### config.mk
export PLATFORM = sky130hd
export DESIGN_NAME = clk_period_meter
export DESIGN_NICKNAME = d
export VERILOG_FILES = /design/src/rtl/clk_period_meter.sv
export SDC_FILE = /design/constraint.sdc
export NUM_CORES = 1
export LEC_CHECK = 0
export CORE_ASPECT_RATIO = 1.75
export CORE_UTILIZATION = 55
export CTS_CLUSTER_SIZE = 10
export DETAILED_ROUTE_END_ITERATION = 8
export PLACE_DENSITY = 0.8
export SETUP_SLACK_MARGIN = 0.3
export SLEW_MARGIN = 20
export SYNTH_ARGS = -nofsm -noshare
export SYNTH_HDL_FRONTEND = slang
export SYNTH_SLANG_ARGS = --single-unit
### constraint.sdc
create_clock -name clock -period 2.6 [get_ports clock]
set_clock_uncertainty 0.2 [all_clocks]
set_input_delay 0.52 -clock clock [delete_from_list [all_inputs] [get_ports clock]]
set_output_delay 0.52 -clock clock [all_outputs]
set_load 0.02 [all_outputs]
### src/rtl/clk_period_meter.sv
// Measures the period of a slow clock-like input in system clock cycles
// and flags a stall when no rising edge arrives within TIMEOUT cycles.
module clk_period_meter #(
    parameter int CNT_W       = 26,
    parameter int TIMEOUT     = 50000000,
    parameter int SYNC_STAGES = 2,
    parameter int MCNT_W      = 16
) (
    input  logic              clock,
    input  logic              reset,
    input  logic              clk_in,
    output logic              level,
    output logic [CNT_W-1:0]  period,
    output logic              period_valid,
    output logic              stalled,
    output logic [MCNT_W-1:0] meas_count
);

    localparam logic [CNT_W-1:0]  TIMEOUT_C = CNT_W'(TIMEOUT);
    localparam logic [CNT_W-1:0]  CNT_ONE   = CNT_W'(1);
    localparam logic [MCNT_W-1:0] MCNT_ONE  = MCNT_W'(1);

    typedef enum logic [1:0] {
        IDLE,
        MEASURE,
        STALL
    } state_t;

    logic [SYNC_STAGES-1:0] sync_q, sync_d;
    logic                   prev_q, prev_d;
    logic                   rise;
    state_t                 state_q, state_d;
    logic [CNT_W-1:0]       cnt_q, cnt_d;
    logic [CNT_W-1:0]       period_q, period_d;
    logic                   valid_q, valid_d;
    logic                   stalled_q, stalled_d;
    logic [MCNT_W-1:0]      mcnt_q, mcnt_d;

    assign level = sync_q[SYNC_STAGES-1];
    assign rise  = level & ~prev_q;

    always_comb begin
        sync_d = {sync_q[SYNC_STAGES-2:0], clk_in};
        prev_d = level;
    end

    // The interval that ran into a stall is never reported.
    always_comb begin
        state_d  = state_q;
        cnt_d    = cnt_q;
        period_d = period_q;
        valid_d  = 1'b0;
        mcnt_d   = mcnt_q;
        unique case (state_q)
            IDLE: begin
                cnt_d = '0;
                if (rise) begin
                    state_d = MEASURE;
                    cnt_d   = CNT_ONE;
                end
            end
            MEASURE: begin
                if (rise) begin
                    period_d = cnt_q;
                    valid_d  = 1'b1;
                    mcnt_d   = mcnt_q + MCNT_ONE;
                    cnt_d    = CNT_ONE;
                end else if (cnt_q == TIMEOUT_C) begin
                    state_d = STALL;
                end else begin
                    cnt_d = cnt_q + CNT_ONE;
                end
            end
            STALL: begin
                if (rise) begin
                    state_d = MEASURE;
                    cnt_d   = CNT_ONE;
                end
            end
            default: begin
                state_d = IDLE;
                cnt_d   = '0;
            end
        endcase
        stalled_d = (state_d == STALL);
    end

    always_ff @(posedge clock or negedge reset) begin
        if (!reset) begin
            sync_q    <= '0;
            prev_q    <= 1'b0;
            state_q   <= IDLE;
            cnt_q     <= '0;
            period_q  <= '0;
            valid_q   <= 1'b0;
            stalled_q <= 1'b0;
            mcnt_q    <= '0;
        end else begin
            sync_q    <= sync_d;
            prev_q    <= prev_d;
            state_q   <= state_d;
            cnt_q     <= cnt_d;
            period_q  <= period_d;
            valid_q   <= valid_d;
            stalled_q <= stalled_d;
            mcnt_q    <= mcnt_d;
        end
    end

    assign period       = period_q;
    assign period_valid = valid_q;
    assign stalled      = stalled_q;
    assign meas_count   = mcnt_q;

endmodule

Yosys cells after proc, flatten, opt, wreduce, memory -nomap -nowiden
Index checks and enable logic that the tools add are counted.
{ "totals": {"ff_bits": 75, "inputBits": 3, "wordCells": 33, "out_inout_bits": 45} }
{ "op_classes": {"mux": 11, "reduce_logical": 4, "bitwise": 2, "n_addsub": 2, "eq_ne": 6} }
{ "op_table": {"columns": ["cell", "count"], "rows": [
  ["26-bit two-way mux", 3],
  ["26-bit case mux with 3 select lines", 1],
  ["26-bit by 1-bit adder with 26-bit output, second input constant", 1],
  ["26-bit == test, second input constant", 1],
  ["16-bit by 1-bit adder with 16-bit output, second input constant", 1],
  ["2-bit two-way mux", 3],
  ["2-bit == test, second input constant", 2],
  ["2-bit case mux with 2 select lines", 1],
  ["2-bit AND reduction", 2],
  ["1-bit two-way mux", 3],
  ["3-bit inequality test, second input constant", 1],
  ["2-bit by 1-bit == test with 1-bit output, second input constant", 1],
  ["2-bit logical NOT", 1],
  ["2-bit inequality test, second input constant", 1],
  ["2-bit OR reduction", 1],
  ["1-bit bitwise AND", 1],
  ["1-bit NOT", 1]
]} }

Depth between registers and ports, before layout
Gate-level depths: netlist of run 1.
{ "depth": {"word_depth": 5, "mapped_depth": 8, "mapped_depth_nobuf": 7} }

Worst setup path before layout of run 1
No wires, ideal clock.
{ "synth_path": {"kind": "reg2reg", "startpoint": "reg cnt_q[0]", "endpoint": "reg cnt_q[10]", "n_path_buf": 1, "required_ns": 2.290, "setup_time_ns": 0.110, "path_stages_with_launch": 9, "synth_period_minus_slack_ns": 2.027, "arrival_ns": 1.717, "slack_ns": 0.573, "path_cell_list": "dfrtp_1 -> inv_1 -> ha_1 -> and4bb_1 -> nand4_4 -> o41ai_4 -> buf_6 -> o21ai_1 -> o41ai_1"} }
{ "synth_via": {"elab_chain_len": 4, "elab_cells_between_ends": 7, "cone_classes": "add/sub (1); eq/ne (2); mux (3); reduce/logical (1)"} }
{ "synth_lines": {"columns": ["item", "line", "source"], "rows": [
  ["start, declared", "33", "logic [CNT_W-1:0] cnt_q, cnt_d;"],
  ["start signal, assigned", "102", "cnt_q <= cnt_d;"],
  ["26-bit by 1-bit adder with 26-bit output", "71", "cnt_d = cnt_q + CNT_ONE;"],
  ["26-bit two-way mux", "68", "end else if (cnt_q == TIMEOUT_C) begin"],
  ["26-bit two-way mux", "63", "if (rise) begin"],
  ["26-bit case mux with 3 select lines", "54", "unique case (state_q)"]
]} }
Several ways; a longest one is shown, not always the timed one. The select of a mux whose other input is x is not followed.
A chain may end at the register's enable or synchronous reset.

Worst setup path in the final report of run 1
{ "layout_path": {"startpoint": "reg cnt_q[0]", "endpoint": "reg cnt_q[0]"} }
Same word-level chain as after synthesis.

==> results.ini, run 1 <==
[drt]
drt-pass1-iter-count = 4
routed_wl_um = 7800
vias = 2717
drtIter0Drc = 133
routedWlPerCell_um = 17.1
ant_nets = 0
post-route-drc-count = 0
routed_via_density = 5.96

[clock_tree]
htreeDepth = 3
numClockSinks = 75
cts-root-buf = clkbuf_8
post_cts_buffers = 0
cts_tree = done
path_clk_slew_ns = 0.07
cts_buffers = 9
worstSkewPairLatency_ns = 0.35
cts_buffer_depth = 2

[critical_path]
r2r-end = cnt_q[0]
startpoint = cnt_q[0]
crit_fanout = 7
critical_path_class = reg -> reg
cp-end-kind = register
r2r_slack_ns = 0.38
cp_data_required_time_ns = 2.66
cp.arrival_ns = 2.28
worstRegToRegCells = 7
cp-start-kind = register
r2r-start = cnt_q[0]

[synthesis]
synthCells = 313
yosys.area.top_type = dfrtp_1
yosysUniqueCellTypes = 41
syn_nets = 319
ys_seq_elements = 75
synth_top_area_share = 0.530
synth_area_per_cell_um2 = 11.3
yosysWarnings = 0
synth_area_leaders = dfrtp_1, mux2_2, xnor2_1
seq_area_frac_synth = 0.530
syn-cell-area_um2 = 3540

[global_routing]
gr-usage-all-layers = 0.254
grt_pass1_vias = 2701
grt_max_degree = 42
grt_antenna_before_repair = 0
overflow = 0
grt_pass1_wl_um = 13100

[sta]
max_freq_mhz = 451
hold_viol = 0
finalCritPeriodShare = 0.852
finalSetupViolations = 0
relSlewSlack = 0.528
layout_min_cycle_time_ns = 2.22
tightest_slew_ns = 0.706
rsz0062_at_grt = false
slew_viol_final = 0
finalSetupTns_ns = 0

[power_and_ir_drop]
power.switching_mw = 0.842
totalPowerFinal_mw = 2.84
comb_power_share = 0.191
seq_power_share = 0.492
leakagePower_nw = 1.92
powerDensity_nw_per_um2 = 647
p_int_mw = 2.00
p_sw_frac = 0.297
peakVddDrop_mv = 0.561
p_clk_frac = 0.316

[run]
maxCapViolations = 0

[min_path]
worstHoldStart = sync_q[0]
whs_endpoint = sync_q[1]
min_path_cells = 0
hp-class = reg -> reg

[cells_and_area]
syn2layout_area_growth_pct = 24.0
nFillCells = 455
drive_gt1_frac = 0.210
final_nets = 377
layout_commonest_cell = dfrtp_1
diodes = 0
multi_input_area_um2 = 1550
ff_latch_area_um2 = 1880
final_cell_mix = dfrtp_1, clkdlybuf4s50_1, mux2_2

[die]
ios = 48
die_area_um2 = 6770
core_area_um2 = 6230
die_w_um = 62.6
num_rows = 38
die_h_um = 108
initial_core_util = 0.568

[placed_design]
portBuffers = 47
dp_hpwl_um = 5690
gp_congestion = 0.966

[outcome]
status = finished, final reports clean

==> kinds of logic after synthesis <==
logic type	share of synthesized area
AOI/OAI and AO/OA	0.130
xor gates and xnor gates	0.0470
adders and majority gates	0.0106
buffers and inverters	0.0364
DFF	0.530
muxes	0.0859
and+or+nand+nor	0.160
==> layout make-up <==
cell class	count	area share
repair buffers	66	0.143
inverters	7	0.00599
clock inverters	6	0.0145
multi-input cells	212	0.354
well taps	80	0.0228
clock buffers	10	0.0314
flip-flops and latches	75	0.429
==> worst max-delay path, cell delays in order (launching register included) <==
cell      delay [ns]
dfrtp_1         0.46
inv_1           0.09
ha_1            0.13
and4bb_1        0.23
nand4_4         0.15
or3_1           0.51
xnor2_1         0.16
a31oi_1         0.20
==> per-layer routing <==
layer	track usage	routed length [um]	vias to the layer above
met5	0	0	-
met4	0.153	347	0
met3	0.0475	320	31
met2	0.456	4240	93
met1	0.273	2890	1338
li1	-	-	1255
==> power groups by stage <==
stage                     registers, mW  clock network (mW)  logic, mW
after detailed placement           1.41                   0      0.538
after floorplan                    1.45                   0      0.244
after global routing               1.42               0.959      0.592
final                              1.40               0.899      0.543
after global placement             1.41                   0      0.528
after CTS                          1.39               0.931      0.541
==> sequential cells by signal, indices dropped and copies added (netlist names) <==
name / cells
cnt_q: 26
period: 26
meas_count: 16
state_q: 2
sync_q: 2
period_valid: 1
prev_q: 1
stalled: 1
==> cell usage after synthesis, drive strengths merged <==
cell    number
nor2b        3
dfrtp       75
o21ai       24
inv          7
nand4       13
nor2        14
mux2        27
nor4         5
or3          3
o41ai        5
buf         15
nor3         2
and2         3
xor2         4
a211oi       1
nand2b       4
a22oi        3
o31ai       12
and4bb       3
and3         5
a21o         2
and4         3
clkbuf       4
xnor2       15
a31oi       11
ha           3
o21a         1
nand2       20
nand3       16
a21oi        9
o211ai       1
==> through the flow <==
stage | cells | setup WS, ns | hold WS (ns) | instance area, um^2 | util
floorplan | 313 | 0.573 | 0.0244 | 3540 | -
global placement | 439 | 0.422 | 0.134 | 4150 | 0.667
detailed placement | 439 | 0.307 | 0.138 | 4150 | 0.667
CTS | 456 | 0.318 | 0.154 | 4360 | 0.701
global route | 456 | 0.306 | 0.167 | 4390 | 0.705
finish | 456 | 0.384 | 0.153 | 4390 | 0.705
==> how the worst max path moves through the flow <==
stage / endpoint / slack (ns) / cells after the start
6_report: cnt_q[0] / 0.38 / 7
5_1_grt: cnt_q[0] / 0.31 / 7
4_1_cts: cnt_q[18] / 0.32 / 6
3_5_place_dp: cnt_q[25] / 0.31 / 8
3_3_place_gp: cnt_q[19] / 0.42 / 8
2_1_floorplan: cnt_q[10] / 0.57 / 8
==> timing repair <==
item | in CTS | in global routing
setup endpoints to repair | 0 | 19
hold endpoints to repair | 40 | 0
resized for setup | 0 | 8
hold buffers | 1 | 0
Power figures use the tool's default switching activity.
==> run 2: changes to the inputs <==
--- a/config.mk
+++ b/config.mk
@@ -5,11 +5,12 @@
 export SDC_FILE = /design/constraint.sdc
 export NUM_CORES = 1
 export LEC_CHECK = 0
+export ABC_AREA = 1
 export CORE_ASPECT_RATIO = 1.75
 export CORE_UTILIZATION = 55
 export CTS_CLUSTER_SIZE = 10
 export DETAILED_ROUTE_END_ITERATION = 8
-export PLACE_DENSITY = 0.8
+export PLACE_DENSITY = 0.79
 export SETUP_SLACK_MARGIN = 0.3
 export SLEW_MARGIN = 20
 export SYNTH_ARGS = -nofsm -noshare
==> run 2 against run 1 <==
  * Die area up 7.4%
  * Power grew 16%
  * Cell area is 7.1% higher
  * First-iteration DRC count grew 83%
  * Critical endpoint is now meas_count[2]
  * Final cell count grew 36%
  * Via count increased by 21%
  * Critical path type is now reg -> out
  * Sequential share of layout area shrank 2.9 points
  * Critical path depth down 6
==> results.ini, run 2 <==
[clock_tree]
post_cts_buffers = 0  ; unchanged
cts_buffers = 9  ; unchanged
cts_tree = done  ; unchanged
cts_buffer_depth = 2  ; unchanged
numClockSinks = 75  ; unchanged
path_clk_slew_ns = 0.06  ; was 0.07 ns
worstSkewPairLatency_ns = 0.34  ; was 0.35 ns
cts-resized-gates = 0  ; unchanged
htreeDepth = 3  ; unchanged
cts_hold_buf = 0  ; was 1
cts-root-buf = clkbuf_16  ; was clkbuf_8

[sta]
hold_slack_ns = 0.00178  ; was 0.153 ns
rsz0062_at_grt = false  ; unchanged
slew_viol_final = 0  ; unchanged
finalSetupTns_ns = 0  ; unchanged
hold_viol = 0  ; unchanged
relSlewSlack = 0.660  ; was 0.528
finalSetupViolations = 0  ; unchanged
tightest_slew_ns = 0.509  ; was 0.706 ns
max_freq_mhz = 475  ; was 451 MHz
finalCritPeriodShare = 0.810  ; was 0.852
layout_min_cycle_time_ns = 2.11  ; was 2.22 ns

[min_path]
hp-class = in -> async  ; was reg -> reg

[outcome]
status = finished, final reports clean  ; unchanged

[power_and_ir_drop]
leakagePower_nw = 2.14  ; was 1.92 nW
totalPowerFinal_mw = 3.29  ; was 2.84 mW
powerDensity_nw_per_um2 = 700  ; was 647 nW/um^2
peakVddDrop_mv = 0.484  ; was 0.561 mV

[global_routing]
overflow = 0  ; unchanged
grt_pass1_wl_um = 16500  ; was 13100 um
grt_pass1_vias = 3419  ; was 2701
grt_max_degree = 76  ; was 42
gr-usage-all-layers = 0.303  ; was 0.254
grt_antenna_before_repair = 0  ; unchanged

[cells_and_area]
drive_gt1_frac = 0.0875  ; was 0.210
final_nets = 539  ; was 377
diodes = 0  ; unchanged
layout_commonest_cell = nand2_1  ; was dfrtp_1
syn2layout_area_growth_pct = 23.4  ; was 24.0%
final_cell_mix = nand2_1, dfrtp_1, nor2_1  ; was dfrtp_1, clkdlybuf4s50_1, mux2_2
finalNonFillerCells = 619  ; was 456

[placed_design]
place_inst = 604  ; was 439
dp_hpwl_um = 6900  ; was 5690 um
portBuffers = 47  ; unchanged
gp_congestion = 1.02  ; was 0.966

[drt]
vias = 3300  ; was 2717
drt-pass1-iter-count = 5  ; was 4
post-route-drc-count = 0  ; unchanged
routed_via_density = 5.33  ; was 5.96
drtIter0Drc = 244  ; was 133
routed_wl_um = 9630  ; was 7800 um
routedWlPerCell_um = 15.6  ; was 17.1 um
ant_nets = 0  ; unchanged

[synthesis]
synth_area_per_cell_um2 = 7.90  ; was 11.3 um^2
syn-cell-area_um2 = 3810  ; was 3540 um^2
syn_nets = 488  ; was 319
synth_area_leaders = dfrtp_1, nand2_1, nor2_1  ; was dfrtp_1, mux2_2, xnor2_1
ys_seq_elements = 75  ; unchanged
yosysMostFrequentCell = nand2_1  ; was dfrtp_1
yosysUniqueCellTypes = 28  ; was 41
synth_commonest_cells = nand2_1, dfrtp_1, nor2_1  ; was dfrtp_1, mux2_2, o21ai_1
synth-edff-count = 0  ; unchanged
async_flop_share = 1.00  ; unchanged
yosys.area.top_type = dfrtp_1  ; unchanged
yosysWarnings = 0  ; unchanged
synthFlopType = dfrtp_1  ; unchanged
synth_top_area_share = 0.493  ; was 0.530
synthCells = 482  ; was 313
seq_area_frac_synth = 0.493  ; was 0.530

[critical_path]
cp-end-kind = primary output  ; was register
crit_family = buffers and inverters  ; was simple AND/OR/NAND/NOR gates
slowest_stage = clkdlybuf4s50_1  ; was or3_1
cp_num_buf_inv = 1  ; unchanged
cp.arrival_ns = 1.39  ; was 2.28 ns
crit_fanout = 4  ; was 7
cp_data_required_time_ns = 1.88  ; was 2.66 ns
path_cells = clkdlybuf4s50_1  ; was inv_1, ha_1, and4bb_1, nand4_4, or3_1, xnor2_1, a31oi_1
slowest_delay_ns = 0.63  ; was 0.51 ns
critical_path_class = reg -> out  ; was reg -> reg
cp-start-kind = register  ; unchanged

[die]
initial_core_util = 0.578  ; was 0.568
die_h_um = 112  ; was 108 um
core_area_um2 = 6590  ; was 6230 um^2
die_area_um2 = 7270  ; was 6770 um^2
num_rows = 39  ; was 38
ios = 48  ; unchanged
die_w_um = 64.9  ; was 62.6 um

[run]
maxCapViolations = 0  ; unchanged

-- run 2: worst paths after layout --
kind / to / depth (start not counted) / slack, ns / startpoint
min in group clock: sync_q[1] / 0 / 0.16 / sync_q[0]
max reg2reg: cnt_q[16] / 8 / 0.53 / cnt_q[0]
max in group asynchronous: period[22] / 2 / 1.89 / reset
min: meas_count[0] / 2 / 0.002 / reset
max: meas_count[2] / 1 / 0.49 / meas_count[2]
min reg2reg: sync_q[1] / 0 / 0.16 / sync_q[0]
-- run 2: worst reg2reg max path: stages, from the launching register on --
cell and delay [ns]:
dfrtp_1 0.49, ha_1 0.28, nand2_1 0.09, nor2_1 0.31, nand2_1 0.16, nor2_1 0.15, xor2_1 0.16, nand3_1 0.09
nand2_1 0.09
-- run 2: cells by family (layout without fill, tap and decap cells) --
logic type / after synthesis / count (layout) / synth area share
adders and majority gates: 3 / 3 / 0.00986
DFF: 75 / 75 / 0.493
buffers and inverters: 52 / 107 / 0.0601
xor gates and xnor gates: 19 / 19 / 0.0437
AOI/OAI and AO/OA: 43 / 43 / 0.0693
and+or+nand+nor: 290 / 290 / 0.324
-- run 2: metrics by stage --
stage	setup slack (ns)	cell area [um^2]	utilization
finish	0.494	4700	0.713
global route	0.327	4700	0.713
CTS	0.433	4690	0.712
detailed placement	0.447	4350	0.660
global placement	0.513	4350	0.660
floorplan	0.842	3810	-
-- run 2: layer usage --
| metal | track usage | share of wire |
|---|---|---|
| met1 | 0.337 | 0.38 |
| met5 | 0 | 0 |
| met3 | 0.0630 | 0.032 |
| met2 | 0.526 | 0.54 |
| met4 | 0.161 | 0.045 |
-- run 2: layout make-up --
type | instances | area [um^2]
clock buffers | 9 | 225
clock inverters | 6 | 114
fillers | 553 | 1890
inverters | 39 | 146
multi-input cells | 355 | 1710
flip-flops and latches | 75 | 1880
well taps | 82 | 103
repair buffers | 53 | 523
-- run 2: where the power goes --
group          switching, mW  leakage [nW]  internal (mW)
combinational          0.284         0.971          0.205
sequential             0.113          1.02           1.26
clock                  0.489         0.158          0.934
total                  0.886          2.14           2.40
==> run 3: changes to the inputs <==
==> constraint.sdc (replaced) <==
create_clock -name clock -period 2.2 [get_ports clock]
set_clock_uncertainty 0.2 [all_clocks]
set_input_delay 0.44 -clock clock [delete_from_list [all_inputs] [get_ports clock]]
set_output_delay 0.44 -clock clock [all_outputs]
set_load 0.02 [all_outputs]
==> run 3 against run 2 <==
  * Cell area increased by 5.0%
  * Register-to-register slack lost 0.21 ns
  * Sequential share of layout area down 1.8 points
  * Non-clock buffer count is 26 higher
  * Largest power group is now registers
  * Hold slack better by 0.15 ns
  * Setup slack lost 0.17 ns
  * Die area did not move
  * Core utilization grew 3.6 points
  * Via count up 7.9%
  * Critical path type is now reg -> reg
  * Sequential cell count stayed put
  * Critical path depth up 6
==> results.ini, run 3 (synthesized netlist as in run 2, its figures left out) <==
[sta]
rsz0062_at_grt = true  ; was false
max_freq_mhz = 533
slew_viol_final = 0  ; unchanged
finalSetupViolations = 0  ; unchanged
relSlewSlack = 0.612  ; was 0.660
layout_min_cycle_time_ns = 1.88
hold_viol = 0  ; unchanged
finalSetupTns_ns = 0  ; unchanged
tightest_slew_ns = 0.582  ; was 0.509 ns
finalCritPeriodShare = 0.853

[cells_and_area]
final_nets = 568  ; was 539
layout_commonest_cell = nand2_1  ; unchanged
diodes = 0  ; unchanged
finalNonFillerCells = 649  ; was 619
syn2layout_area_growth_pct = 29.6  ; was 23.4%
final_cell_mix = nand2_1, dfrtp_1, nor2_1  ; unchanged
post-route-util = 0.749  ; was 0.713
drive_gt1_frac = 0.166  ; was 0.0875

[critical_path]
crit_top_cell = nand2_1
slowest_delay_ns = 0.43  ; was 0.63 ns
cp.arrival_ns = 1.90  ; was 1.39 ns
critical_path_class = reg -> reg  ; was reg -> out
cp-start-kind = register  ; unchanged
crit_family = buffers and inverters  ; unchanged
path_cells = inv_2, nand2_4, nor2_4, buf_4, clkinvlp_2, nand2_1, nand2_1  ; was clkdlybuf4s50_1
cp-end-kind = register  ; was primary output
cp_data_required_time_ns = 2.22  ; was 1.88 ns
cp_num_buf_inv = 3  ; was 1
slowest_stage = dfrtp_1  ; was clkdlybuf4s50_1
crit_fanout = 10  ; was 4

[power_and_ir_drop]
peakVddDrop_mv = 0.679  ; was 0.484 mV
comb_power_share = 0.167  ; was 0.149
power.switching_mw = 1.06  ; was 0.886 mW
powerDensity_nw_per_um2 = 748  ; was 700 nW/um^2
p_clk_frac = 0.392  ; was 0.433
p_sw_frac = 0.286  ; was 0.270
leakagePower_nw = 2.51  ; was 2.14 nW
seq_power_share = 0.441  ; was 0.418
p_int_mw = 2.63  ; was 2.40 mW

[drt]
drtIter0Drc = 158  ; was 244
post-route-drc-count = 0  ; unchanged
routed_via_density = 5.49  ; was 5.33
routed_wl_um = 10100  ; was 9630 um
ant_nets = 0  ; unchanged
routedWlPerCell_um = 15.6  ; about the same
vias = 3560  ; was 3300
drt-pass1-iter-count = 5  ; unchanged

[outcome]
status = finished, final reports clean  ; unchanged

[global_routing]
grt_pass1_wl_um = 16400  ; was 16500 um
grt_pass1_vias = 3484  ; was 3419
grt_max_degree = 48  ; was 76
overflow = 0  ; unchanged
grt_antenna_before_repair = 0  ; unchanged
gr-usage-all-layers = 0.299  ; was 0.303

[clock_tree]
cts_tree = done  ; unchanged
worstSkewPairLatency_ns = 0.34  ; about the same
cts-root-buf = clkbuf_16  ; unchanged
htreeDepth = 3  ; unchanged
path_clk_slew_ns = 0.06  ; about the same
cts_buffers = 9  ; unchanged
numClockSinks = 75  ; unchanged
cts_buffer_depth = 2  ; unchanged

[run]
maxCapViolations = 0  ; unchanged

[die]
die_h_um = 112  ; unchanged
die_area_um2 = 7270  ; unchanged
ios = 48  ; unchanged
die_w_um = 64.9  ; unchanged
num_rows = 39  ; unchanged
core_area_um2 = 6590  ; unchanged
initial_core_util = 0.578  ; unchanged

[placed_design]
place_inst = 613  ; was 604
gp_congestion = 1.04  ; was 1.02
portBuffers = 47  ; unchanged
dp_hpwl_um = 6950  ; was 6900 um

[min_path]
hp-class = reg -> reg  ; was in -> async

run 3: final timing paths:
path / cells after the start / start / to / slack (ns)
worst min register to register: 0 / sync_q[0] / sync_q[1] / 0.15
worst max register to register: 7 / state_q[1] / period[16] / 0.32
worst min-delay path: 0 / sync_q[0] / sync_q[1] / 0.15
min in group asynchronous: 3 / reset / period[11] / 0.45
worst max-delay path: 7 / state_q[1] / period[16] / 0.32
max in group asynchronous: 3 / reset / period[20] / 0.86
run 3: repair_timing:
| item | CTS | global route |
|---|---|---|
| gates cloned | 1 | 2 |
| setup endpoints to repair | 87 | 59 |
| buffers inserted | 1 | 15 |
| pin swaps | 0 | 5 |
| hold buffers | 1 | 0 |
| hold endpoints to repair | 28 | 0 |
| gates resized for setup | 51 | 23 |
run 3: power groups by stage:
stage / Sequential [mW] / Clock (mW) / Combinational, mW
after floorplan: 1.71 / 0 / 0.235
after global placement: 1.64 / 0 / 0.590
after detailed placement: 1.65 / 0 / 0.604
after CTS: 1.62 / 1.46 / 0.563
after global routing: 1.64 / 1.51 / 0.678
final: 1.63 / 1.45 / 0.617
run 3: final cells by class:
type	count	area, um^2
Clock inverter	5	52.6
Timing Repair Buffer	79	684
Clock buffer	11	243
Inverter	39	150
Sequential cell	75	1880
Fill cell	524	1650
Timing Repair inverter	1	5.00
Tap cell	82	103
Multi-Input combinational cell	357	1820
run 3: per-stage QoR:
step / cell area (um^2) / total power [mW] / hold WS, ns / worst slack, ns
floorplan: 3810 / 1.94 / -0.0556 / 0.442
global placement: 4420 / 2.23 / 0.138 / 0.221
detailed placement: 4420 / 2.25 / 0.144 / 0.119
CTS: 4730 / 3.64 / 0.163 / 0.249
global route: 4930 / 3.83 / 0.167 / 0.243
finish: 4930 / 3.69 / 0.154 / 0.324
run 3: routing by layer:
metal / GRT usage / routed length [um] / vias to the layer above
met5: 0 / 0 / -
met4: 0.210 / 648 / 0
met3: 0.0528 / 606 / 51
met2: 0.500 / 5250 / 159
met1: 0.335 / 3610 / 1658
li1: - / - / 1692
